[config.mk]
export PLATFORM = sky130hd
export DESIGN_NAME = mod_count_monitor
export DESIGN_NICKNAME = d
export VERILOG_FILES = /design/src/rtl/mod_mon_pkg.sv /design/src/rtl/cnt_sync_filter.sv /design/src/rtl/mod_count_monitor.sv
export SDC_FILE = /design/constraint.sdc
export NUM_CORES = 1
export LEC_CHECK = 0
export ABC_CLOCK_PERIOD_IN_PS = 5100
export CAP_MARGIN = 30
export CORE_UTILIZATION = 50
export CTS_CLUSTER_DIAMETER = 40
export DETAILED_ROUTE_END_ITERATION = 6
export GPL_TIMING_DRIVEN = 0
export PLACE_DENSITY_LB_ADDON = 0.15
export SLEW_MARGIN = 5
export SYNTH_ARGS = -nofsm -noshare
export SYNTH_HDL_FRONTEND = slang
export SYNTH_SLANG_ARGS = --single-unit
[constraint.sdc]
create_clock -name clk -period 5.1 [get_ports clk]
set_input_delay 0.51 -clock clk [delete_from_list [all_inputs] [get_ports clk]]
set_output_delay 0.51 -clock clk [all_outputs]
set_load 0.02 [all_outputs]
[src/rtl/mod_mon_pkg.sv]
// Shared types and helpers for the mod-N counter monitor.
// Holds the FSM state encoding, default parameter values and the successor function.
package mod_mon_pkg;

    typedef enum logic [1:0] {
        IDLE  = 2'd0,
        ACQ   = 2'd1,
        TRACK = 2'd2,
        FAULT = 2'd3
    } mon_state_t;

    localparam int MOD_DEF    = 5;
    localparam int CW_DEF     = 3;
    localparam int STABLE_DEF = 2;

    // Expected successor of a count in a modulo-`modulus` sequence.
    function automatic int unsigned next_count(input int unsigned v, input int unsigned modulus);
        return (v + 1) % modulus;
    endfunction

endpackage

[src/rtl/cnt_sync_filter.sv]
// Two-flop resynchroniser for the ripple counter bus followed by a stability filter.
// A value is accepted (acc_stb for one cycle) once s2 has shown it for STABLE_CYC edges.
module cnt_sync_filter #(
    parameter int CW         = 3,
    parameter int STABLE_CYC = 2
) (
    input  logic          clk,
    input  logic          rst,
    input  logic [CW-1:0] count_in,
    output logic [CW-1:0] acc_val,
    output logic          acc_stb
);

    logic [CW-1:0] s1_reg;
    logic [CW-1:0] s2_reg;
    logic [1:0]    vld_reg;
    logic [CW-1:0] cand_reg;
    logic [3:0]    run_reg;
    logic          same;

    assign same    = (s2_reg == cand_reg);
    assign acc_val = s2_reg;

    // vld_reg keeps the reset contents of s1/s2 from being counted as real samples.
    always_comb begin
        acc_stb = 1'b0;
        if (vld_reg[1]) begin
            if (same) begin
                acc_stb = (run_reg == 4'(STABLE_CYC - 1));
            end else begin
                acc_stb = (STABLE_CYC == 1);
            end
        end
    end

    always_ff @(posedge clk or negedge rst) begin
        if (!rst) begin
            s1_reg   <= '0;
            s2_reg   <= '0;
            vld_reg  <= '0;
            cand_reg <= '0;
            run_reg  <= '0;
        end else begin
            s1_reg  <= count_in;
            s2_reg  <= s1_reg;
            vld_reg <= {vld_reg[0], 1'b1};
            if (vld_reg[1]) begin
                if (same) begin
                    // Saturating run length: a long-held value fires only once.
                    if (run_reg != 4'(STABLE_CYC)) begin
                        run_reg <= run_reg + 4'd1;
                    end
                end else begin
                    cand_reg <= s2_reg;
                    run_reg  <= 4'd1;
                end
            end
        end
    end

endmodule

[src/rtl/mod_count_monitor.sv]
// Monitor for a ripple-clocked mod-N counter: tracks the filtered count, produces a clean
// one-hot phase and wrap tick, counts wraps and flags illegal or out-of-sequence counts.
module mod_count_monitor
    import mod_mon_pkg::*;
#(
    parameter int MOD        = MOD_DEF,
    parameter int CW         = CW_DEF,
    parameter int STABLE_CYC = STABLE_DEF,
    parameter int WRAP_W     = 8
) (
    input  logic              clk,
    input  logic              rst,
    input  logic              en,
    input  logic [CW-1:0]     count_in,
    input  logic              clr_stat,
    output logic [MOD-1:0]    phase,
    output logic              wrap_pulse,
    output logic [WRAP_W-1:0] wrap_cnt,
    output logic              locked,
    output logic              seq_err,
    output logic              illegal
);

    localparam int unsigned MOD_U = MOD;

    logic [CW-1:0]     acc_val;
    logic              acc_stb;
    logic [MOD-1:0]    val_onehot;
    logic              v_legal;
    logic              v_succ;
    logic              v_wrap;

    mon_state_t        state_reg,      state_next;
    logic [CW-1:0]     acc_reg,        acc_next;
    logic [MOD-1:0]    phase_reg,      phase_next;
    logic              wrap_pulse_reg, wrap_pulse_next;
    logic [WRAP_W-1:0] wrap_cnt_reg,   wrap_cnt_next;
    logic              seq_err_reg,    seq_err_next;
    logic              illegal_reg,    illegal_next;
    logic              seq_set;
    logic              ill_set;

    cnt_sync_filter #(
        .CW         (CW),
        .STABLE_CYC (STABLE_CYC)
    ) u_filter (
        .clk      (clk),
        .rst      (rst),
        .count_in (count_in),
        .acc_val  (acc_val),
        .acc_stb  (acc_stb)
    );

    for (genvar gi = 0; gi < MOD; gi++) begin : g_decode
        assign val_onehot[gi] = (acc_val == CW'(gi));
    end

    assign v_legal = (32'(acc_val) < MOD_U);
    assign v_succ  = (32'(acc_val) == next_count(32'(acc_reg), MOD_U));
    assign v_wrap  = (32'(acc_reg) == MOD_U - 1) && (acc_val == '0);

    always_comb begin
        state_next      = state_reg;
        acc_next        = acc_reg;
        phase_next      = phase_reg;
        wrap_pulse_next = 1'b0;
        seq_set         = 1'b0;
        ill_set         = 1'b0;

        if (!en) begin
            state_next = IDLE;
            phase_next = '0;
        end else begin
            case (state_reg)
                IDLE: begin
                    state_next = ACQ;
                    phase_next = '0;
                end
                // Acquisition and fault recovery both take the next legal value unchecked.
                ACQ, FAULT: begin
                    if (acc_stb) begin
                        if (v_legal) begin
                            acc_next   = acc_val;
                            phase_next = val_onehot;
                            state_next = TRACK;
                        end else begin
                            ill_set    = 1'b1;
                            phase_next = '0;
                            state_next = FAULT;
                        end
                    end
                end
                TRACK: begin
                    if (acc_stb && (acc_val != acc_reg)) begin
                        if (!v_legal) begin
                            ill_set    = 1'b1;
                            phase_next = '0;
                            state_next = FAULT;
                        end else if (v_succ) begin
                            acc_next        = acc_val;
                            phase_next      = val_onehot;
                            wrap_pulse_next = v_wrap;
                        end else begin
                            seq_set    = 1'b1;
                            phase_next = '0;
                            state_next = FAULT;
                        end
                    end
                end
                default: begin
                    state_next = IDLE;
                    phase_next = '0;
                end
            endcase
        end

        // Clear first, then apply this cycle's events so a coincident event survives.
        wrap_cnt_next = clr_stat ? '0 : wrap_cnt_reg;
        if (wrap_pulse_next) begin
            wrap_cnt_next = wrap_cnt_next + WRAP_W'(1);
        end
        seq_err_next = (seq_err_reg & ~clr_stat) | seq_set;
        illegal_next = (illegal_reg & ~clr_stat) | ill_set;
    end

    always_ff @(posedge clk or negedge rst) begin
        if (!rst) begin
            state_reg      <= IDLE;
            acc_reg        <= '0;
            phase_reg      <= '0;
            wrap_pulse_reg <= 1'b0;
            wrap_cnt_reg   <= '0;
            seq_err_reg    <= 1'b0;
            illegal_reg    <= 1'b0;
        end else begin
            state_reg      <= state_next;
            acc_reg        <= acc_next;
            phase_reg      <= phase_next;
            wrap_pulse_reg <= wrap_pulse_next;
            wrap_cnt_reg   <= wrap_cnt_next;
            seq_err_reg    <= seq_err_next;
            illegal_reg    <= illegal_next;
        end
    end

    assign phase      = phase_reg;
    assign wrap_pulse = wrap_pulse_reg;
    assign wrap_cnt   = wrap_cnt_reg;
    assign locked     = (state_reg == TRACK);
    assign seq_err    = seq_err_reg;
    assign illegal    = illegal_reg;

endmodule

==> results.yml <==
clocking:
  post_cts_buffers: 0
  clk_latency_ns: 0.29
  htreeDepth: 2
  ctsHoldBuffers: 0
  clock_sinks: 36
  ctsResizeCount: 0
  cts_root_buf: "clkbuf_8"
  cts.clk_slew.worst_paths_ns: 0.08
  numCtsBuffers: 5
  clk_path_buf_depth: 2
  cts_tree: "yes"
synth:
  synth.area.top_cells: "dfrtp_1, ha_1, o21ai_0, nand2_1, inv_1"
  ys_types: 55
  synthArstFlopShare_pct: 100
  ys_seq_area_share_pct: 40.0
  ys_warn_count: 0
  synth_area_sq_um: 2250
  synth_edf_count: 0
  avgSynthCellArea_sq_um: 9.59
  synthesis.nets: 251
  netlist_instances: 235
  yosys.area.top_type_share_pct: 40.0
  synth_ff_type: "dfrtp_1"
  post-synth-top-area-cell: "dfrtp_1"
  synth-seq-cells: 36
final_layout:
  postLayoutCoreUtil_pct: 60.6
  largest_reg_flops: 8
  stdcell_area_sq_um: 2640
  drive_gt1_share_pct: 13.2
  area_growth_pct: 17.0
  antenna_cells: 0
  stdcell_count: 318
  final_nets: 281
timing:
  slew_violations: 0
  hold_viol: 0
  period_minus_slack_ns: 3.56
  fmax_mhz: 281
  fin_crit_sh_pct: 69.8
  fin_tns_setup_ns: 0
  worst_pin_slew_ns: 0.769
  setup_violations: 0
  rsz0062_at_grt: "false"
  hold_ws_ns: 0.288
  finClkSkew_ns: 0.00747
  slew_headroom_pct: 48.7
  timing.final.ws_setup_ns: 1.54
power:
  p_per_area_nw_per_um2: 302
  ir_drop_uv: 168
  total_power_mw: 0.798
  p_leak_nw: 1.09
die:
  initial_utilization_pct: 51.8
  core_sq_um: 4350
  die_x_um: 69.2
  num_rows: 24
  die_h_um: 69.2
  ios: 24
  die_area_sq_um: 4780
routing:
  wl_met3_um: 145
  routed_wl_um: 4540
  met1_length_um: 2280
  top_layer: "met4"
  drt_pass1_iterations: 4
  via_per_inst: 5.69
  wl_per_cell_um: 14.3
  drt_iter0_markers: 125
  vias: 1810
  drc: 0
  ant_nets: 0
  route.met2.wl_um: 2050
placed_design:
  portBuffers: 23
  post-dp-hpwl_um: 3250
  gp_congestion: 0.879
  placed_cells: 310
  dpl_cell_area_sq_um: 2540
  dp_slack_ns: 1.59
global_routing:
  groute.usage.overall_pct: 20.3
  grt_antenna_before_repair: 0
  grt_max_degree: 37
  grt_pass1_wl_um: 7770
  grt-ovfl-total: 0
  grt_pass1_vias: 1671
flow_run:
  cap_viol_max_count: 0
critical_path:
  required_ns: 5.27
  worstSetupStartpointType: "register"
  arrival_ns: 3.73
  crit_fanout: 10
  worstSetupPathType: "reg2reg"
  endpoint_kind: "register"
worst_hold_path:
  hold_class: "in2async"
status:
  status: "finished, final reports clean"
==> where the power goes <==
part           internal, mW  total [mW]  switching (mW)
clock network         0.110       0.211           0.101
registers             0.303       0.324          0.0209
logic                 0.106       0.263           0.157
==> kinds of logic after synthesis <==
group / count (synthesis) / share of synthesized area [%]
AND/OR/NAND/NOR: 90 / 24.4
AO/OA/AOI/OAI: 54 / 16.4
flip-flops: 36 / 40.0
buffers and inverters: 26 / 5.77
XOR/XNOR: 10 / 3.88
adder cells (fa/ha/maj): 9 / 4.99
multiplexers: 9 / 4.38
other: 1 / 0.166
==> cell usage after synthesis (all sizes together) (6+ instances only) <==
cell type	number
buf	7
dfrtp	36
ha	9
inv	15
mux2	7
nand2	20
nand2b	8
nand3	11
nor2	9
nor2b	8
nor3	6
nor4	7
o21ai	18
xnor2	6
==> per-layer routing <==
| layer | GRT usage (%) | vias to the layer above |
|---|---|---|
| met3 | 3.95 | 6 |
| li1 | - | 903 |
| met4 | 6.35 | 0 |
| met2 | 31.1 | 32 |
| met1 | 29.0 | 869 |
| met5 | 0 | - |
==> final cells by class <==
type                       count  area [sq um]
clock inverter                 1          7.51
fill                         364          1720
clock buffer                   7          86.3
timing repair buffer          23           225
sequential                    36           901
buffer                        11          73.8
inverter                      15          56.3
multi-input combinational    173          1220
tap                           52          65.1
==> cell usage in the layout, fill, tap and decap left out, types with 4 or more instances in the layout <==
master,n
nand2b_1,8
inv_1,15
clkbuf_1,5
mux2_2,4
nand3_1,9
o31ai_1,4
nor3_1,5
clkbuf_8,6
o22ai_1,4
xor2_1,4
a21oi_1,5
clkdlybuf4s50_1,22
a21o_1,4
nor2b_1,8
nand4_1,5
xnor2_1,6
nand2_1,19
o21ai_0,15
or3_1,5
dfrtp_1,36
ha_1,9
nor2_1,9
==> worst max-delay path, cell delays in order, from the launching register on <==
cell and delay (ns):
dfrtp_1 0.45, buf_6 0.18, inv_1 0.08, ha_1 0.37
buf_2 0.21, a21o_1 0.17, ha_1 0.26, inv_1 0.06
or3_1 0.37, a32oi_1 0.26, a32oi_2 0.19, buf_6 0.19
nor4_2 0.30, mux2_1 0.35
==> path summary, 6_finish.rpt <==
path / startpoint / endpoint / slack, ns / cells after the start
min: rst / u_filter.run_reg[2] / 0.29 / 1
max reg2reg: acc_reg[0] / wrap_cnt[4] / 1.54 / 13
max: acc_reg[0] / wrap_cnt[4] / 1.54 / 13
min in group clk: u_filter.s1_reg[0] / u_filter.acc_val[0] / 0.35 / 0
max in group asynchronous: rst / wrap_cnt[5] / 4.31 / 1
min reg2reg: u_filter.s1_reg[0] / u_filter.acc_val[0] / 0.35 / 0
Note: power is estimated with default switching activity, not from simulation.
